## config.mk

```make
export PLATFORM = sky130hd
export DESIGN_NAME = mem_bus_fabric
export DESIGN_NICKNAME = d
export VERILOG_FILES = /design/src/rtl/bus_fabric_pkg.sv /design/src/rtl/bus_addr_decode.sv /design/src/rtl/mem_bus_fabric.sv
export SDC_FILE = /design/constraint.sdc
export NUM_CORES = 1
export LEC_CHECK = 0
export BUFFER_PORTS_ARGS = -buffer_cell sky130_fd_sc_hd__buf_4
export CORE_AREA = 2 2 168 170
export DETAILED_ROUTE_END_ITERATION = 16
export DIE_AREA = 0 0 170 172
export SYNTH_ARGS = -nofsm -noshare
export SYNTH_HDL_FRONTEND = slang
export SYNTH_HIERARCHICAL = 1
export SYNTH_SLANG_ARGS = --single-unit
```

## constraint.sdc

```tcl
create_clock -name clk -period 2.26 [get_ports clk]
set_input_delay 0.339 -clock clk [delete_from_list [all_inputs] [get_ports clk]]
set_output_delay 0.339 -clock clk [all_outputs]
set_load 0.01 [all_outputs]
```

## src/rtl/bus_fabric_pkg.sv

```systemverilog
// bus_fabric_pkg: shared FSM states and field-width constants for mem_bus_fabric
package bus_fabric_pkg;
  typedef enum logic [1:0] {IDLE, ACCESS, DONE} state_t;
  localparam logic [31:0] ERR_DATA_DEF = 32'hBADADD00;
  localparam int SLV_AW = 16;
  localparam int SLV_WW = 4;
  localparam int DW = 32;
  localparam int CNT_W = 8;
endpackage

```

## src/rtl/bus_addr_decode.sv

```systemverilog
// bus_addr_decode: combinational priority address decoder, lowest slave index wins on overlap
module bus_addr_decode
  import bus_fabric_pkg::*;
#(
  parameter int N_SLAVES = 6,
  parameter int DEC_BITS = 16,
  parameter logic [SLV_AW*N_SLAVES-1:0] SLV_BASE = '0,
  parameter logic [SLV_AW*N_SLAVES-1:0] SLV_MASK = {N_SLAVES{16'hF000}},
  parameter int SW = 3
) (
  input  logic [DW-1:0] addr_i,
  output logic          hit_o,
  output logic [SW-1:0] sel_o
);
  localparam logic [DW-1:0] DMASK = DEC_BITS >= DW ? '1 : (DW'(1) << DEC_BITS) - DW'(1);
  // scan from the top down so the lowest matching index is the one left standing
  always_comb begin
    hit_o = 1'b0;
    sel_o = '0;
    for (int i = N_SLAVES - 1; i >= 0; i--)
      if ((addr_i & DMASK & DW'(SLV_MASK[SLV_AW*i +: SLV_AW])) == (DW'(SLV_BASE[SLV_AW*i +: SLV_AW]) & DMASK)) begin
        hit_o = 1'b1;
        sel_o = SW'(i);
      end
  end
endmodule

```

## src/rtl/mem_bus_fabric.sv

```systemverilog
// mem_bus_fabric: picorv32 native-bus interconnect with registered ready/rdata; optional BUS_FABRIC_TIMEOUT_EN aborts hung accesses
module mem_bus_fabric
  import bus_fabric_pkg::*;
#(
  parameter int N_SLAVES = 6,
  parameter int DEC_BITS = 16,
  parameter logic [SLV_AW*N_SLAVES-1:0] SLV_BASE = '0,
  parameter logic [SLV_AW*N_SLAVES-1:0] SLV_MASK = {N_SLAVES{16'hF000}},
  parameter logic [SLV_WW*N_SLAVES-1:0] SLV_WAIT = {N_SLAVES{4'd1}},
  parameter int TIMEOUT = 255,
  parameter logic [DW-1:0] ERR_DATA = ERR_DATA_DEF
) (
  input  logic                   clk,
  input  logic                   rst_n,
  input  logic                   m_valid,
  input  logic [DW-1:0]          m_addr,
  input  logic [DW-1:0]          m_wdata,
  input  logic [3:0]             m_wstrb,
  output logic                   m_ready,
  output logic [DW-1:0]          m_rdata,
  output logic [N_SLAVES-1:0]    s_valid,
  output logic [DW-1:0]          s_addr,
  output logic [DW-1:0]          s_wdata,
  output logic [4*N_SLAVES-1:0]  s_wstrb,
  input  logic [N_SLAVES-1:0]    s_ready,
  input  logic [DW*N_SLAVES-1:0] s_rdata,
  output logic                   bus_err,
  output logic [DW-1:0]          err_addr
);
  localparam int SW = N_SLAVES > 1 ? $clog2(N_SLAVES) : 1;
`ifdef BUS_FABRIC_TIMEOUT_EN
  localparam bit TO_EN = 1'b1;
`else
  localparam bit TO_EN = 1'b0;
`endif
  state_t               state_q;
  logic [SW-1:0]        sel_q;
  logic [CNT_W-1:0]     cnt_q;
  logic [N_SLAVES-1:0]  s_valid_q;
  logic                 m_ready_q;
  logic                 bus_err_q;
  logic [DW-1:0]        m_rdata_q;
  logic [DW-1:0]        err_addr_q;
  logic                 hit;
  logic [SW-1:0]        dec_sel;
  logic [SLV_WW-1:0]    wait_sel;
  logic                 done_ok;
  logic                 to_hit;
  bus_addr_decode #(
    .N_SLAVES(N_SLAVES),
    .DEC_BITS(DEC_BITS),
    .SLV_BASE(SLV_BASE),
    .SLV_MASK(SLV_MASK),
    .SW(SW)
  ) u_dec (
    .addr_i(m_addr),
    .hit_o(hit),
    .sel_o(dec_sel)
  );
  assign wait_sel = SLV_WAIT[SLV_WW*int'(sel_q) +: SLV_WW];
  assign done_ok = wait_sel == '0 ? s_ready[sel_q] : cnt_q == CNT_W'(wait_sel);
  assign to_hit = TO_EN && cnt_q == CNT_W'(TIMEOUT);
  assign m_ready = m_ready_q;
  assign bus_err = bus_err_q;
  assign m_rdata = m_rdata_q;
  assign err_addr = err_addr_q;
  assign s_valid = s_valid_q;
  assign s_addr = m_addr;
  assign s_wdata = m_wdata;
  for (genvar g = 0; g < N_SLAVES; g++) begin : g_wstrb
    assign s_wstrb[4*g +: 4] = s_valid_q[g] ? m_wstrb : 4'h0;
  end
  // request FSM: decode in IDLE, wait/ready/timeout in ACCESS, single completion pulse in DONE
  always_ff @(posedge clk or negedge rst_n) begin
    if (!rst_n) begin
      state_q    <= IDLE;
      sel_q      <= '0;
      cnt_q      <= '0;
      s_valid_q  <= '0;
      m_ready_q  <= 1'b0;
      bus_err_q  <= 1'b0;
      m_rdata_q  <= '0;
      err_addr_q <= '0;
    end else begin
      m_ready_q <= 1'b0;
      bus_err_q <= 1'b0;
      case (state_q)
        IDLE: if (m_valid) begin
          if (hit) begin
            sel_q     <= dec_sel;
            cnt_q     <= '0;
            s_valid_q <= N_SLAVES'(1) << dec_sel;
            state_q   <= ACCESS;
          end else begin
            m_rdata_q  <= ERR_DATA;
            err_addr_q <= m_addr;
            m_ready_q  <= 1'b1;
            bus_err_q  <= 1'b1;
            state_q    <= DONE;
          end
        end
        ACCESS: if (!m_valid) begin
          s_valid_q <= '0;
          state_q   <= IDLE;
        end else if (done_ok) begin
          m_rdata_q <= s_rdata[DW*int'(sel_q) +: DW];
          m_ready_q <= 1'b1;
          s_valid_q <= '0;
          state_q   <= DONE;
        end else if (to_hit) begin
          m_rdata_q  <= ERR_DATA;
          err_addr_q <= m_addr;
          m_ready_q  <= 1'b1;
          bus_err_q  <= 1'b1;
          s_valid_q  <= '0;
          state_q    <= DONE;
        end else begin
          cnt_q <= cnt_q + CNT_W'(cnt_q != '1);
        end
        default: state_q <= IDLE;
      endcase
    end
  end
endmodule

```

==> results.txt, run 1 <==
First-pass GRT wire length: 32,490 µm
RSZ-0062 raised after global routing: no
Non-Filler Instances: 1,278
Starting Density: 0.2066
Clock buffer count from CTS: 9
WS Path Type: reg -> reg
Avg Cell Area, Syn: 8.872 µm²
Area leader, netlist: dfrtp_1
Syn Inst Count: 640
Slew margin rel.: 0.6192
Share of cells above drive strength 1: 0.4635
Row cnt: 61
CTS resizes: 0
Post-DP HPWL: 18,070 µm
Final min period: 1.964 ns
Post-synthesis async set-or-reset flop share: 1.000
Total routed wirelength: 22,830 µm
Pin count of the biggest net entering global routing: 55
Core area: 27,480 µm²
Placed Cells: 1,261
Worst-case clock buffer depth: 2
Synth top area share: 0.3746
CTS HTree Levels: 3
Die Y: 172 µm
DR iter-0 viols: 174
PD cells: 655.9 nW/µm²
DRC Markers: 0
Post-CTS setup buffer count: 0
Synth unique cells: 49
Largest family of logic cells by synthesized area: simple AND/OR/NAND/NOR gates
Tcrit/Tclk final: 0.8690
Vias in the first global route: 5,516
CP Capture Type: flip-flop
Max-cap viol count: 0
Worst Path Arrival: 2.24 ns
Die X: 170 µm
PortBufs: 358
Die ar.: 29,240 µm²
Total track usage: 0.1491
P&R area growth vs syn: 52.07%
Total grt overflow: 0
Vias per cell: 4.423
Hold Buf Count CTS: 1
Worst EP required: 2.54 ns
Simple-gate share of the synthesized area: 0.2367
CTS Sinks: 85
CTS tree: done
Post-Synth XOR/XNOR Area: 0.006170
Post-Synth Adder-Cell Area: 0.004407
Crit start category: flip-flop
Total power: 5.664 mW
Clock Latency Late Sink: 0.35 ns
Post-route setup TNS: 0 ns
CP max FO: 30
P_leak: 4.202 nW
Initial antenna violation count: 0
Finish-stage setup viols: 0
Most used flip-flop cell after synthesis: dfrtp_1
EDFF count, synth: 0
Post-route ant nets: 0
Top cells by area, synth: dfrtp_1, buf_4, mux2i_1
Mapped cell area: 5678 µm²
Placement Cell Area: 8313 µm²
Status: completed
Seq/Total Area, Yosys: 0.3746
Clock Pin Slew Worst Setup and Hold Paths: 0.07 ns
Final Skew: 0.006240 ns
Fmax: 509.2 MHz
Via count: 5,653
Mux cell area share after synthesis: 0.1606
Worst-margin pin slew: 0.5698 ns
Slack of the critical path: 0.2961 ns
Final Wtd Congestion: 0.8124
WL per Instance: 17.86 µm
Nets@finish: 1,198
IO Count: 429
DRT Pass-1 Iters: 4
Fin. max-slew vios: 0
Finished Cell Area: 8635 µm²
CTS root buf: clkbuf_16
Complex-gate fraction of the synthesized area: 0.09035
Final hold violations: 0
Syn. warnings: 6
Maximum VDD drop: 0.2981 mV
Hold Crit Class: in -> reg
Total inserted antenna cells: 0
Pre-CTS setup slack: 0.1908 ns
Synth Register Bits: 85
-- power by group --
group          switching [mW]  total (mW)  leakage (nW)  internal [mW]
logic                    1.17        2.29          3.02           1.12
registers               0.129        1.79          1.04           1.66
clock network           0.663        1.58         0.148          0.918
-- cell usage after synthesis (3+ instances only) --
cell	count
a21oi_1	34
a41oi_1	16
and2_1	24
buf_1	3
buf_2	13
buf_4	71
clkbuf_1	20
dfrtp_1	85
inv_1	3
mux2_4	4
mux2i_1	48
mux4_2	16
nand2_1	124
nand2b_1	4
nand3_1	22
nand3b_1	16
nor2_1	40
nor3_1	16
o21ai_0	27
o21ai_1	12
-- kinds of logic after synthesis --
| family | after synthesis |
|---|---|
| AND/OR/NAND/NOR | 275 |
| buffers and inverters | 114 |
| AO/OA/AOI/OAI | 90 |
| flip-flops | 85 |
| multiplexers | 69 |
| XOR/XNOR | 4 |
| adder cells (fa/ha/maj) | 2 |
| other | 1 |
-- cell type report --
type	instances	area (µm²)
clock buffer	11	252.7
clock inverter	5	58.81
fill	2942	18840
inverter	6	22.52
multi-input combinational	443	2843
sequential	85	2130
tap	346	432.9
timing repair buffer	382	2895
-- state kept, by name, indices dropped and copies added (netlist names) --
name and flops:
bus_err 1, s_valid 6, m_rdata 32, m_ready 1
state_q 2, cnt_q 8, sel_q 3, err_addr 32
-- cells in the final DEF, fill, tap and decap left out, drive strengths merged, types with 3 or more instances in the layout --
cell      n
nand2   126
nor2     41
nor4      4
conb      3
nand3b   16
nor3     16
and2     24
a21oi    34
and4      3
nand2b    4
clkinv    3
mux2      5
nand4     3
nor4b     3
dfrtp    85
inv       5
nand3    22
clkbuf   11
mux2i    48
a41oi    16
o21ai    39
mux4     16
buf     381
-- worst max-delay path: stages (launching register included) --
cell and delay, ns:
dfrtp_1 0.42, and2b_1 0.33, nand2_2 0.14, inv_2 0.41
buf_4 0.41, nand2_1 0.09, nand2_1 0.07
-- metrics by stage --
stage,util,hold WS [ns]
global placement,0.3026,0.3185
CTS,0.3143,0.1716
detailed placement,0.3026,0.3348
floorplan,-,0.04341
finish,0.3143,0.1880
global route,0.3143,0.1955
-- path summary, 6_finish.rpt --
kind                         startpoint           end  slack (ns)  cells after the start
setup / recovery             state_q[1]   err_addr[3]        0.30                      6
hold / removal               m_addr[22]  err_addr[22]        0.19                      3
setup reg to reg             state_q[1]   err_addr[3]        0.30                      6
hold reg to reg            err_addr[31]  err_addr[31]        0.47                      2
max in group asynchronous         rst_n  err_addr[25]        1.09                      3
min in group asynchronous         rst_n  err_addr[11]        0.47                      2
-- per-layer routing --
layer | share of wire | GRT usage | routed length (µm)
met5 | 0 | 0 | 0
met4 | 0.031 | 0.06577 | 697
met3 | 0.058 | 0.02770 | 1332
met2 | 0.48 | 0.2476 | 11070
met1 | 0.43 | 0.1894 | 9736
Power figures use the tool's default switching activity.
==> inputs of run 2 (changes only) <==
GPL_TIMING_DRIVEN = 0   (was default)
==> run 2 against run 1 <==
Net effect:
- combinational power increased by 8.7%
- fmax shrank 6.1%
- worst hold slack gained 0.0014 ns
- clock power rose by 8%
- critical path depth down 1
- sequential cell count did not move
- register-to-register slack got worse by 0.13 ns
- clock skew rose by 0.0025 ns
- routed wire length is 6.2% higher
- non-clock buffer count is 115 higher
- largest cell class unchanged
==> results.txt, run 2 (same netlist as run 1, synthesis figures left out) <==
Post-DP HPWL: 20,050 µm (+11%)
Share of cells above drive strength 1: 0.5024 (+0.03887)
Crit-path slowest cell: buf_1
DRC Markers: 0 (unchanged)
Die ar.: 29,240 µm² (unchanged)
Hold Crit Class: in -> reg
Sw Pwr: 2.054 mW (+4.9%)
Initial antenna violation count: 1 (+1)
Total routed wirelength: 24,250 µm (+6.2%)
Final hold violations: 0 (unchanged)
P_leak: 4.686 nW (+12%)
Hold Buf Count CTS: 0 (-1)
Post-CTS setup buffer count: 0 (unchanged)
Worst Path Arrival: 2.32 ns (+0.08 ns)
Max-cap viol count: 0 (unchanged)
Hold path startpoint: m_addr[20]
WL per Instance: 17.40 µm (-2.6%)
IO Count: 429 (unchanged)
CP Capture Type: flip-flop
DR iter-0 viols: 276 (+59%)
First-pass GRT wire length: 34,870 µm (+7.3%)
CP max FO: 10 (-67%)
Post-route setup TNS: 0 ns (unchanged)
Worst EP required: 2.48 ns (-0.06 ns)
Total track usage: 0.1591 (+0.01002)
Finish-stage setup viols: 0 (unchanged)
Finished Cell Area: 9395 µm² (+8.8%)
Die X: 170 µm (unchanged)
Slew margin rel.: 0.2295 (-0.3897)
PD cells: 633.1 nW/µm² (-3.5%)
Internal power: 3.894 mW (+5.1%)
Worst setup path startpoint: sel_q[1]
Clk pwr share: 0.287 (+0.008)
Maximum VDD drop: 0.3275 mV (+9.9%)
Fin. max-slew vios: 0 (unchanged)
Post-route ant nets: 0 (unchanged)
Nets@finish: 1,313 (+9.6%)
Most common cell after layout, fill and taps aside: buf_4
Switching Share: 0.3453 (about the same)
WS Path Type: reg -> reg
Worst-margin pin slew: 1.156 ns (+0.5859 ns)
Clock buffer count from CTS: 9 (unchanged)
Fmax: 478.4 MHz (-6.1%)
Tcrit/Tclk final: 0.9250 (+0.05602)
Sequential fraction of design power: 0.295 (-0.021)
CP max stage delay: 0.48 ns (+0.06 ns)
Vias in the first global route: 6,145 (+11%)
CTS Sinks: 85 (unchanged)
P&R area growth vs syn: 65.47%
Commonest cells after routing, fill and taps aside: buf_4, nand2_1, dfrtp_1
Worst-case clock buffer depth: 2 (unchanged)
CTS HTree Levels: 3 (unchanged)
Die Y: 172 µm (unchanged)
Status: completed
Crit start category: flip-flop
Clock Latency Late Sink: 0.35 ns (about the same)
Core area: 27,480 µm² (unchanged)
Total grt overflow: 0 (unchanged)
FILL cells: 2,932 (-0.34%)
CTS root buf: clkbuf_16
Row cnt: 61 (unchanged)
Final Wtd Congestion: 0.8584 (+5.7%)
Vias per cell: 4.382 (-0.93%)
Worst r2r src: sel_q[1]
Total power: 5.948 mW (+5.0%)
DRT Pass-1 Iters: 4 (unchanged)
PortBufs: 390 (+8.9%)
Clock Pin Slew Worst Setup and Hold Paths: 0.07 ns (about the same)
Starting Density: 0.2066 (unchanged)
Gate power share: 0.418 (+0.014)
Placement Cell Area: 9046 µm² (+8.8%)
Final min period: 2.090 ns (+0.1266 ns)
CTS tree: done
Cells along the critical path: buf_2 -> buf_1 -> mux4_2 -> a21oi_1 -> o21ai_1
RSZ-0062 raised after global routing: no
Final Skew: 0.008774 ns (+0.002533 ns)
Pin count of the biggest net entering global routing: 86 (+56%)
Via count: 6,109 (+8.1%)
[run 2: changes by cell type in the layout (fill, tap and decap cells not counted), sizes merged]
cell         previous run  this run
inv                     5         6
diode                   0         1
clkinvlp                2         1
clkinv                  3         2
clkbuf                 11        31
bufinv                  1         2
buf                   381       477
dlygate4sd3             1         0
[run 2: power by group through the flow]
stage               Clock (mW)  Combinational [mW]  Sequential (mW)
CTS                       1.76                2.51             1.76
floorplan                    0                1.28             1.83
global route              1.82                2.69             1.78
finish                    1.70                2.49             1.76
detailed placement           0                2.50             1.79
global placement             0                2.49             1.78
[run 2: final cells by class]
type	instances	area [µm²]	share of cell area
clock inverters	5	81.33	0.008656
plain buffers	107	696.9	0.07418
well taps	346	432.9	0.04608
multi-input cells	443	2851	0.3035
diodes	1	2.502	0.0002663
clock buffers	11	252.7	0.02690
inverters	6	22.52	0.002397
repair buffers	390	2928	0.3116
flip-flops and latches	85	2127	0.2264
[run 2: timing repair]
action | CTS | global route
cloned | 0 | 0
hold endpoints to repair | 0 | 0
setup endpoints to repair | 2 | 18
gates resized for setup | 1 | 6
[run 2: critical path: cells and delay by family, from the launching register on]
family                 cells  cell delay (ns)
buffers and inverters      2             0.78
muxes                      1             0.44
DFF                        1             0.42
AOI/OAI and AO/OA          2             0.31
[run 2: final timing paths]
path	depth (start not counted)	endpoint	slack (ns)
worst max-delay path	5	m_rdata[7]	0.17
worst min-delay path	3	err_addr[20]	0.19
worst max register to register	5	m_rdata[7]	0.17
worst min register to register	2	err_addr[2]	0.47
max in group asynchronous	1	m_rdata[16]	1.30
min in group asynchronous	1	err_addr[4]	0.20
[run 2: per-layer routing]
layer / up-vias / part of all wire / GRT usage
li1: 2956 / - / -
met5: - / 0 / 0
met3: 29 / 0.062 / 0.03456
met4: 0 / 0.027 / 0.05723
met1: 2857 / 0.40 / 0.1894
met2: 267 / 0.51 / 0.2825
[run 2: per-stage QoR]
step / hold WS, ns / util / setup slack, ns / cells
detailed placement: 0.4644 / 0.3292 / -0.3652 / 1378
global route: 0.1819 / 0.3419 / 0.04391 / 1394
floorplan: 0.04341 / - / 0.5098 / 642
global placement: 0.4601 / 0.3292 / -0.3447 / 1378
finish: 0.1894 / 0.3419 / 0.1695 / 1394
CTS: 0.1710 / 0.3413 / 0.09457 / 1393
